### config.mk
export PLATFORM = sky130hd
export DESIGN_NAME = cpu8_subsystem
export DESIGN_NICKNAME = d
export VERILOG_FILES = /design/src/rtl/cpu8_pkg.sv /design/src/rtl/cpu8_subsystem_data_mem_ctrl.sv /design/src/rtl/cpu8_subsystem.sv
export SDC_FILE = /design/constraint.sdc
export NUM_CORES = 2
export LEC_CHECK = 0
export ABC_CLOCK_PERIOD_IN_PS = 12400
export CORE_ASPECT_RATIO = 0.9
export CORE_MARGIN = 1
export CORE_UTILIZATION = 30
export CTS_CLUSTER_SIZE = 10
export DETAILED_ROUTE_END_ITERATION = 10
export DONT_BUFFER_PORTS = 1
export MAX_ROUTING_LAYER = met4
export SLEW_MARGIN = 20
export SYNTH_ARGS = -nofsm -noshare
export SYNTH_HDL_FRONTEND = slang
export SYNTH_SLANG_ARGS = --single-unit
export TNS_END_PERCENT = 50
### constraint.sdc
create_clock -name CLK -period 12.4 [get_ports CLK]
set_input_delay 2.48 -clock CLK [delete_from_list [all_inputs] [get_ports CLK]]
set_output_delay 2.48 -clock CLK [all_outputs]
set_load 0.005 [all_outputs]
### src/rtl/cpu8_pkg.sv
// Shared definitions for the 8-bit CPU subsystem: opcodes, instruction
// field positions and the default data-memory latency.
package cpu8_pkg;

    localparam int MEM_LATENCY_DEFAULT = 5;

    localparam int OP_MSB  = 31;
    localparam int OP_LSB  = 24;
    localparam int RD_LSB  = 16;
    localparam int OFF_MSB = 23;
    localparam int OFF_LSB = 16;
    localparam int RS1_LSB = 8;
    localparam int RS2_LSB = 0;
    localparam int IMM_MSB = 7;
    localparam int IMM_LSB = 0;
    localparam int REG_IDX_W = 3;

    localparam logic [7:0] OP_LOADI = 8'd0;
    localparam logic [7:0] OP_MOV   = 8'd1;
    localparam logic [7:0] OP_ADD   = 8'd2;
    localparam logic [7:0] OP_SUB   = 8'd3;
    localparam logic [7:0] OP_AND   = 8'd4;
    localparam logic [7:0] OP_OR    = 8'd5;
    localparam logic [7:0] OP_J     = 8'd6;
    localparam logic [7:0] OP_BEQ   = 8'd7;
    localparam logic [7:0] OP_LWD   = 8'd8;
    localparam logic [7:0] OP_LWI   = 8'd9;
    localparam logic [7:0] OP_SWD   = 8'd10;
    localparam logic [7:0] OP_SWI   = 8'd11;

    // Branch offsets count instructions, so they are scaled to bytes.
    function automatic logic [31:0] branch_offset(input logic [7:0] off);
        return {{22{off[7]}}, off, 2'b00};
    endfunction

endpackage

### src/rtl/cpu8_subsystem_data_mem_ctrl.sv
// 256x8 data memory with a fixed access latency; raises done for one cycle
// after the access so the core can commit on the following edge.
module data_mem_ctrl
    import cpu8_pkg::*;
#(
    parameter int LATENCY = MEM_LATENCY_DEFAULT
) (
    input  logic       clk,
    input  logic       rst_n,
    input  logic       read_i,
    input  logic       write_i,
    input  logic [7:0] address_i,
    input  logic [7:0] write_data_i,
    output logic [7:0] read_data_o,
    output logic       done_o
);

    localparam int CW = $clog2(LATENCY + 1);
    localparam logic [CW-1:0] LAST = CW'(LATENCY - 1);

    logic [7:0]    mem_q [0:255];
    logic [CW-1:0] cnt_q, cnt_d;
    logic          done_q, done_d;
    logic [7:0]    read_data_q;
    logic          access;

    // NOTE: every signal assigned in always_comb gets a default first, so no path can infer a latch.
    always_comb begin
        cnt_d  = cnt_q;
        done_d = done_q;
        access = 1'b0;
        if (done_q) begin
            cnt_d  = '0;
            done_d = 1'b0;
        end else if (read_i || write_i) begin
            cnt_d = cnt_q + CW'(1);
            if (cnt_q == LAST) begin
                access = 1'b1;
                done_d = 1'b1;
            end
        end
    end

    // NOTE: the array is reset on purpose: memory contents must read as zero after every reset.
    always_ff @(posedge clk or negedge rst_n) begin
        if (!rst_n) begin
            cnt_q       <= '0;
            done_q      <= 1'b0;
            read_data_q <= 8'h00;
            for (int i = 0; i < 256; i++) begin
                mem_q[i] <= 8'h00;
            end
        end else begin
            cnt_q  <= cnt_d;
            done_q <= done_d;
            if (access && write_i) begin
                mem_q[address_i] <= write_data_i;
            end
            if (access && read_i) begin
                read_data_q <= mem_q[address_i];
            end
        end
    end

    assign read_data_o = read_data_q;
    assign done_o      = done_q;

endmodule

### src/rtl/cpu8_subsystem.sv
// 8-bit single-issue core: decode, 8x8 register file, ALU and PC logic,
// stalling on loads/stores until the attached data memory completes.
module cpu8_subsystem
    import cpu8_pkg::*;
#(
    parameter int MEM_LATENCY = MEM_LATENCY_DEFAULT
) (
    input  logic        CLK,
    input  logic        RESET,
    input  logic [31:0] INSTRUCTION,
    output logic [31:0] PC,
    output logic        READ,
    output logic        WRITE,
    output logic [7:0]  ADDRESS,
    output logic [7:0]  WRITE_DATA,
    output logic [7:0]  READ_DATA,
    output logic        BUSYWAIT
);

    logic [31:0]          pc_q, pc_d, pc_plus4;
    logic [7:0]           regs_q [0:7];
    logic [7:0]           op, imm, offset;
    logic [REG_IDX_W-1:0] rd_idx, rs1_idx, rs2_idx;
    logic [7:0]           rs1_val, rs2_val, sub_res;
    logic [7:0]           wr_data, mem_addr;
    logic                 wr_en, branch, mem_rd, mem_wr, mem_done;
    logic                 unused_rs1_hi;

    assign op      = INSTRUCTION[OP_MSB:OP_LSB];
    assign offset  = INSTRUCTION[OFF_MSB:OFF_LSB];
    assign imm     = INSTRUCTION[IMM_MSB:IMM_LSB];
    assign rd_idx  = INSTRUCTION[RD_LSB  +: REG_IDX_W];
    assign rs1_idx = INSTRUCTION[RS1_LSB +: REG_IDX_W];
    assign rs2_idx = INSTRUCTION[RS2_LSB +: REG_IDX_W];
    assign unused_rs1_hi = ^INSTRUCTION[15:11];

    assign rs1_val = regs_q[rs1_idx];
    assign rs2_val = regs_q[rs2_idx];
    assign sub_res = rs1_val - rs2_val;

    always_comb begin
        wr_en    = 1'b0;
        wr_data  = 8'h00;
        branch   = 1'b0;
        mem_rd   = 1'b0;
        mem_wr   = 1'b0;
        mem_addr = 8'h00;
        case (op)
            OP_LOADI: begin wr_en = 1'b1; wr_data = imm;               end
            OP_MOV:   begin wr_en = 1'b1; wr_data = rs2_val;           end
            OP_ADD:   begin wr_en = 1'b1; wr_data = rs1_val + rs2_val; end
            OP_SUB:   begin wr_en = 1'b1; wr_data = sub_res;           end
            OP_AND:   begin wr_en = 1'b1; wr_data = rs1_val & rs2_val; end
            OP_OR:    begin wr_en = 1'b1; wr_data = rs1_val | rs2_val; end
            OP_J:     branch = 1'b1;
            OP_BEQ:   branch = (sub_res == 8'h00);
            OP_LWD:   begin mem_rd = 1'b1; mem_addr = rs2_val; wr_en = 1'b1; wr_data = READ_DATA; end
            OP_LWI:   begin mem_rd = 1'b1; mem_addr = imm;     wr_en = 1'b1; wr_data = READ_DATA; end
            OP_SWD:   begin mem_wr = 1'b1; mem_addr = rs2_val; end
            OP_SWI:   begin mem_wr = 1'b1; mem_addr = imm;     end
            default:  ;
        endcase
    end

    // Requests are masked during reset so the bus reads idle regardless of INSTRUCTION.
    assign READ       = mem_rd & RESET;
    assign WRITE      = mem_wr & RESET;
    assign ADDRESS    = mem_addr;
    assign WRITE_DATA = rs1_val;
    assign BUSYWAIT   = (READ | WRITE) & ~mem_done;

    assign pc_plus4 = pc_q + 32'd4;

    always_comb begin
        pc_d = pc_plus4;
        if (BUSYWAIT) begin
            pc_d = pc_q;
        end else if (branch) begin
            pc_d = pc_plus4 + branch_offset(offset);
        end
    end

    // NOTE: sequential state uses non-blocking assignments so every register samples pre-edge values.
    always_ff @(posedge CLK or negedge RESET) begin
        if (!RESET) begin
            pc_q <= 32'h0;
            for (int i = 0; i < 8; i++) begin
                regs_q[i] <= 8'h00;
            end
        end else begin
            pc_q <= pc_d;
            if (wr_en && !BUSYWAIT) begin
                regs_q[rd_idx] <= wr_data;
            end
        end
    end

    assign PC = pc_q;

    data_mem_ctrl #(
        .LATENCY (MEM_LATENCY)
    ) u_data_mem_ctrl (
        .clk          (CLK),
        .rst_n        (RESET),
        .read_i       (READ),
        .write_i      (WRITE),
        .address_i    (ADDRESS),
        .write_data_i (WRITE_DATA),
        .read_data_o  (READ_DATA),
        .done_o       (mem_done)
    );

endmodule

* After elaboration in Yosys (flattened, before gate mapping)
Cells that the tools add are included.
** Word-level totals
- Register bits :: 2156
- Bits in latches :: 0
- RAM bits :: 0
- ROM bits :: 0
- Bits of input ports :: 34
- Output and inout bits :: 59
- Word-level logic and storage cells :: 344
- Memories kept :: 0
** Cells by class
- Add/subtract/negate cells :: 5
- Multiply operators :: 0
- Div/mod/pow operators :: 0
- Order comparisons :: 6
- Equality and inequality tests :: 12
- Shift-type cells :: 0
- Muxes and demuxes :: 27
- Bitwise logic cells :: 11
- Reduce and logical (&&, ||, !) cells :: 15
** Operators by type and width (count)
- $bwmux W2048 :: 1
- $bmux W8 S8 :: 1
- $bwmux W64 :: 1
- $demux W8 S8 :: 1
- $mux W8 :: 8
- $pmux W8 S7 :: 1
- $bmux W8 S3 :: 2
- $add A32 B3 Y32 const B :: 1
- $add A32 B32 Y32 :: 1
- $eq A8 B3 Y1 const B :: 4
- $eq A8 B4 Y1 const B :: 4
- $mux W32 :: 1
- $demux W8 S3 :: 1
- $eq A8 B2 Y1 const B :: 2
- $logic_not A8 Y1 :: 2
- $pmux W8 S2 :: 1
- $ge A4 B4 Y1 const B :: 3
- $not A3 Y4 :: 3
- $ge A9 B9 Y1 const B :: 1
- $lt A9 B1 Y1 const B :: 1
- $not A8 Y9 :: 1
- $add A8 B8 Y8 :: 1
- $and A8 B8 Y8 :: 1
- $eq A8 B1 Y1 const B :: 1
- other kinds (17) :: 32

* Longest topological paths before layout
- Depth after elaboration :: 11
- Depth in mapped cells :: 23
- Depth with buffers taken out :: 20

* Hierarchy
Synthesis repeated with hierarchy kept, for this count alone.
** Unflattened totals
- Cell total of the unflattened synthesis :: 7073
- Area total of the unflattened synthesis :: 102881.2 um^2
** By module, submodules not included
- data_mem_ctrl :: instances 1, cells each 6156, area an instance 94410.5 um^2, seq. area each 51549.4 um^2
- cpu8_subsystem :: instances 1, cells each 917, area an instance 8470.6 um^2, seq. area each 2352.3 um^2

* Least setup slack after synthesis
No wires, ideal clock.
- Path kind :: input -> register
- From :: in INSTRUCTION[8]
- To :: reg pc_q[16], in the netlist PC[16]
- Library setup time :: 126 ps
- Arrival time :: 7426 ps
- Data required time :: 12274 ps
- Path slack :: 4848 ps
- Cell stages on the path :: 18
- Buffers on the path :: 5
- Cell sequence :: clkbuf_1 buf_1 mux4_2 mux2i_1 clkbuf_1 clkbuf_1 ha_1 inv_1 fa_1 nor4b_1 nand3_1 a211oi_1 o21ai_0 nor3b_1 a22o_1 buf_1 o21ai_0 a221o_1
** Between the ends
- Longest elaborated chain between the ends :: 8
** RTL lines
- from (decl) :: line cpu8_subsystem.sv:10 : input logic [31:0] INSTRUCTION,
- $not A3 Y4 (implied by the code) :: line cpu8_subsystem.sv:37 : assign rs1_val = regs_q[rs1_idx];
- $bmux W8 S3 :: line cpu8_subsystem.sv:37
- $mux W8 (implied by the code) (2 in a row) :: line cpu8_subsystem.sv:37
- $sub A8 B8 Y8 :: line cpu8_subsystem.sv:39 : assign sub_res = rs1_val - rs2_val;
- $logic_not A8 Y1 :: line cpu8_subsystem.sv:56 : OP_BEQ: branch = (sub_res == 8'h00);
- $pmux W1 S2 :: line cpu8_subsystem.sv:48 : case (op)
- $mux W32 :: line cpu8_subsystem.sv:78 : end else if (branch) begin
- to (signal assigned) :: line cpu8_subsystem.sv:91 : pc_q <= pc_d;
- to (decl) :: line cpu8_subsystem.sv:20 : logic [31:0] pc_q, pc_d, pc_plus4;
Every way passes these cells. The select of a mux whose other input is x is not followed.
A chain may end at the register's enable or synchronous reset.

* Worst setup path after layout
- From :: in RESET
- To :: reg u_data_mem_ctrl.mem_q[997] (netlist bit)
** Between the ends
- Longest elaborated chain between the ends :: 5
- Elaborated cells on any way between the ends :: 6
- Those cells by class :: 2 x mux; 2 x bitwise; 2 x reduce/logical
** RTL lines
- from (decl) :: line cpu8_subsystem.sv:9 : input logic RESET,
- $and A1 B1 Y1, on equally long branches :: line cpu8_subsystem.sv:66, cpu8_subsystem.sv:67
- $logic_or A1 B1 Y1 :: line cpu8_subsystem_data_mem_ctrl.sv:35 : end else if (read_i || write_i) begin
- $mux W1 :: line cpu8_subsystem_data_mem_ctrl.sv:35
- $mux W1 :: line cpu8_subsystem_data_mem_ctrl.sv:32 : if (done_q) begin
- $logic_and A1 B1 Y1 * :: line cpu8_subsystem_data_mem_ctrl.sv:56 : if (access && write_i) begin
- to (signal, indexed assignment) :: line cpu8_subsystem_data_mem_ctrl.sv:57 : mem_q[address_i] <= write_data_i;
- to (decl) :: line cpu8_subsystem_data_mem_ctrl.sv:21 : logic [7:0] mem_q [0:255];
Mark *: on every way between the ends. The rest lies on a longest branch, timed or not.

==> results.yml <==
place:
  post-place-ws_ns: 2.409
  placed_area_mm2: 0.1021
  gp_congestion: 0.8801
  dpl.hpwl_um: 198700
  io_buffers: 0
sta:
  fin_crit_sh_pct: 70.67
  setup_ws_ns: 3.637
  tightest_slew_ns: 1.301
  holdWs_ns: 0.4735
  max_freq_mhz: 114.1
  finalHoldViolations: 0
  fin_crit_ns: 8.763
  finalSetupTns_ns: 0
  relSlewSlack_pct: 12.93
  setup_viol: 0
  skew_ns: 0.08172
  slew_violations: 0
  rsz0062_at_grt: "false"
cts:
  cts_hold_buf: 0
  cts_resized: 0
  cts_tree: "built"
  cts_sinks: 2154
  cts-root-buf: "clkbuf_16"
  cts_buffer_depth: 4
  clk_pin_slew_ns: 0.06
  insertion_delay_ns: 0.93
  cts_buffers: 244
  cts.htree.levels: 4
  post_cts_buffers: 0
floorplan:
  start_util_pct: 30.23
  ios: 93
  die-area_mm2: 0.3288
  core_mm2: 0.3240
  fp.dieH_um: 544.1
  rows: 198
  die_x_um: 604.3
synth:
  ys_types: 78
  yosysTopAreaCellShare_pct: 55.03
  yosysTopAreaCell: "dfrtp_1"
  synthTopCellsByArea: "dfrtp_1 55%, nand2_1 9.2%, o21ai_0 7.8%"
  synth_edf_count: 0
  synthTopCellsByCount: "2,393 x nand2_1, 2,154 x dfrtp_1, 1,530 x o21ai_0"
  syn_avg_cell_area_um2: 9.052
  synth-seq-cells: 2154
  postSynth.asyncResetShare_pct: 100.0
  netlist_area_mm2: 0.09796
  ys_seq_area_share_pct: 55.03
  synthesis.instances: 10821
  ys_warn_count: 0
  ys.flop_type: "dfrtp_1"
  yosysMostFrequentCell: "nand2_1"
final_layout:
  multiInputGateArea_mm2: 0.04082
  final_layout_size_suffix_gt1_share_pct: 6.327
  seq_area_mm2: 0.05390
  fillers: 33402
  syn2layout_area_growth_pct: 11.09
  nets: 10422
  stdcell_area_mm2: 0.1088
grt:
  antenna_found_initial: 12
  grt_pass1_vias: 77577
  grt_max_degree: 223
  track_usage_pct: 21.28
  grt_pass1_wl_um: 521400
  grt-ovfl-total: 0
worst_setup_path:
  endpoint_kind: "register"
  worstPathCellList: "buf_16 -> buf_16 -> buf_16 -> buf_16 -> nand2_1 -> or2_2 -> buf_4 -> inv_2 -> and3_1 -> and2_1 -> nand2_1 -> nor2_4 -> buf_4 -> nand2_1 -> nand2_1 -> o21ai_0"
  cpPeakStageDelay_ns: 1.03
  cp_max_fo: 186
  worst-setup-path-type: "in -> reg"
  start_kind: "primary input"
  cp.required_ns: 13.10
  slowest_stage: "nor2_4"
  worst_ep_arrival_time_ns: 9.46
detailed_routing:
  drc_errors: 0
  firstDrtPassIters: 10
  vias: 82518
  drt-initial-drc-count: 11919
  wirelength_um: 348600
  ant_nets: 0
  vias_per_cell: 5.628
  post_drt_wl_per_cell_um: 23.78
worst_hold_path:
  hold_class: "reg -> reg"
pwr:
  p_leak_nw: 44.59
  cellPowerDensity_mw_per_mm2: 131.5
  ir_drop_mv: 0.1107
run:
  drv_cap: 0
outcome:
  status: "completed"
worst max-delay path, delay by kind of cell:
family / cells / cell delay (ns)
simple gates: 8 / 3.48
buf+inv: 7 / 3.10
compound gates: 1 / 0.10
stage by stage:
stage	total power, mW	utilization [%]	cells
floorplan	7.718	-	10822
global placement	8.063	31.49	14370
detailed placement	8.066	31.51	14371
global route	14.75	33.58	14657
CTS	14.38	33.48	14647
finish	14.31	33.58	14662
state kept, by name (all words and copies together) (netlist names):
| name | flops |
|---|---|
| regs_q | 64 |
| u_data_mem_ctrl.cnt_q | 3 |
| u_data_mem_ctrl.read_data_o | 8 |
| u_data_mem_ctrl.mem_q | 2048 |
| PC | 30 |
| u_data_mem_ctrl.done_o | 1 |
report_power, final:
part           switching [mW]  internal (mW)
clock                    2.83           3.52
sequential             0.0620           7.07
combinational           0.588          0.237
logic make-up (layout without fill, tap and decap cells):
kind of cell | after synthesis | count (layout) | synth area share (%)
compound gates | 3836 | 3836 | 23.57
flops | 2154 | 2154 | 55.03
simple gates | 3612 | 3612 | 14.57
buf+inv | 988 | 519 | 3.969
mux | 101 | 101 | 1.436
xor+xnor | 63 | 63 | 0.5633
fa+ha+maj | 66 | 66 | 0.8635
other cells | 1 | 11 | 0.003828
final timing paths:
kind,from,to,slack [ns],cells after the start
hold reg to reg,u_data_mem_ctrl.mem_q[477],u_data_mem_ctrl.mem_q[477],0.47,2
hold / removal,u_data_mem_ctrl.mem_q[477],u_data_mem_ctrl.mem_q[477],0.47,2
setup reg to reg,regs_q[0],u_data_mem_ctrl.read_data_o[4],6.25,15
max in group asynchronous,RESET,u_data_mem_ctrl.mem_q[1302],6.82,7
setup / recovery,RESET,u_data_mem_ctrl.mem_q[997],3.64,16
min in group asynchronous,RESET,u_data_mem_ctrl.mem_q[471],1.30,0
placed cells by master, fill, tap and decap left out, types with 15 or more instances in the layout:
cell type and n:
xnor2_1 41, buf_4 152, clkbuf_1 18, o21ai_0 1529
o22ai_1 55, a222oi_1 383, nor2_1 838, inv_1 44
a31oi_1 163, buf_12 24, a21o_1 15, nand3_1 86
and3_1 18, xor2_1 22, a21oi_1 1176, dfrtp_1 2154
buf_16 18, nand2_1 2385, a221o_1 37, a211oi_1 30
mux4_2 26, nor3_1 31, nor2_2 53, a221oi_1 79
mux2_2 46, mux2i_1 20, nor4_1 82, clkbuf_16 246
a22o_1 75, a22oi_1 163, o211ai_1 22, ha_1 62
layer usage:
| metal | up-vias | part of all wire, % | track usage (%) |
|---|---|---|---|
| li1 | 37277 | - | - |
| met1 | 40660 | 43 | 29.21 |
| met2 | 3880 | 44 | 31.39 |
| met3 | 701 | 9.7 | 4.122 |
| met4 | 0 | 3.6 | 7.108 |
| met5 | - | 0 | - |
final cells by class:
class                   count  area share, %
clock buffers             267          5.757
well taps                4300          4.944
multi-input cells        7680          37.51
clock inverters             9         0.1150
inverters                  49         0.1759
diodes                      9        0.02070
repair buffers            194          1.945
flip-flops and latches   2154          49.53
Power figures use the tool's default switching activity.
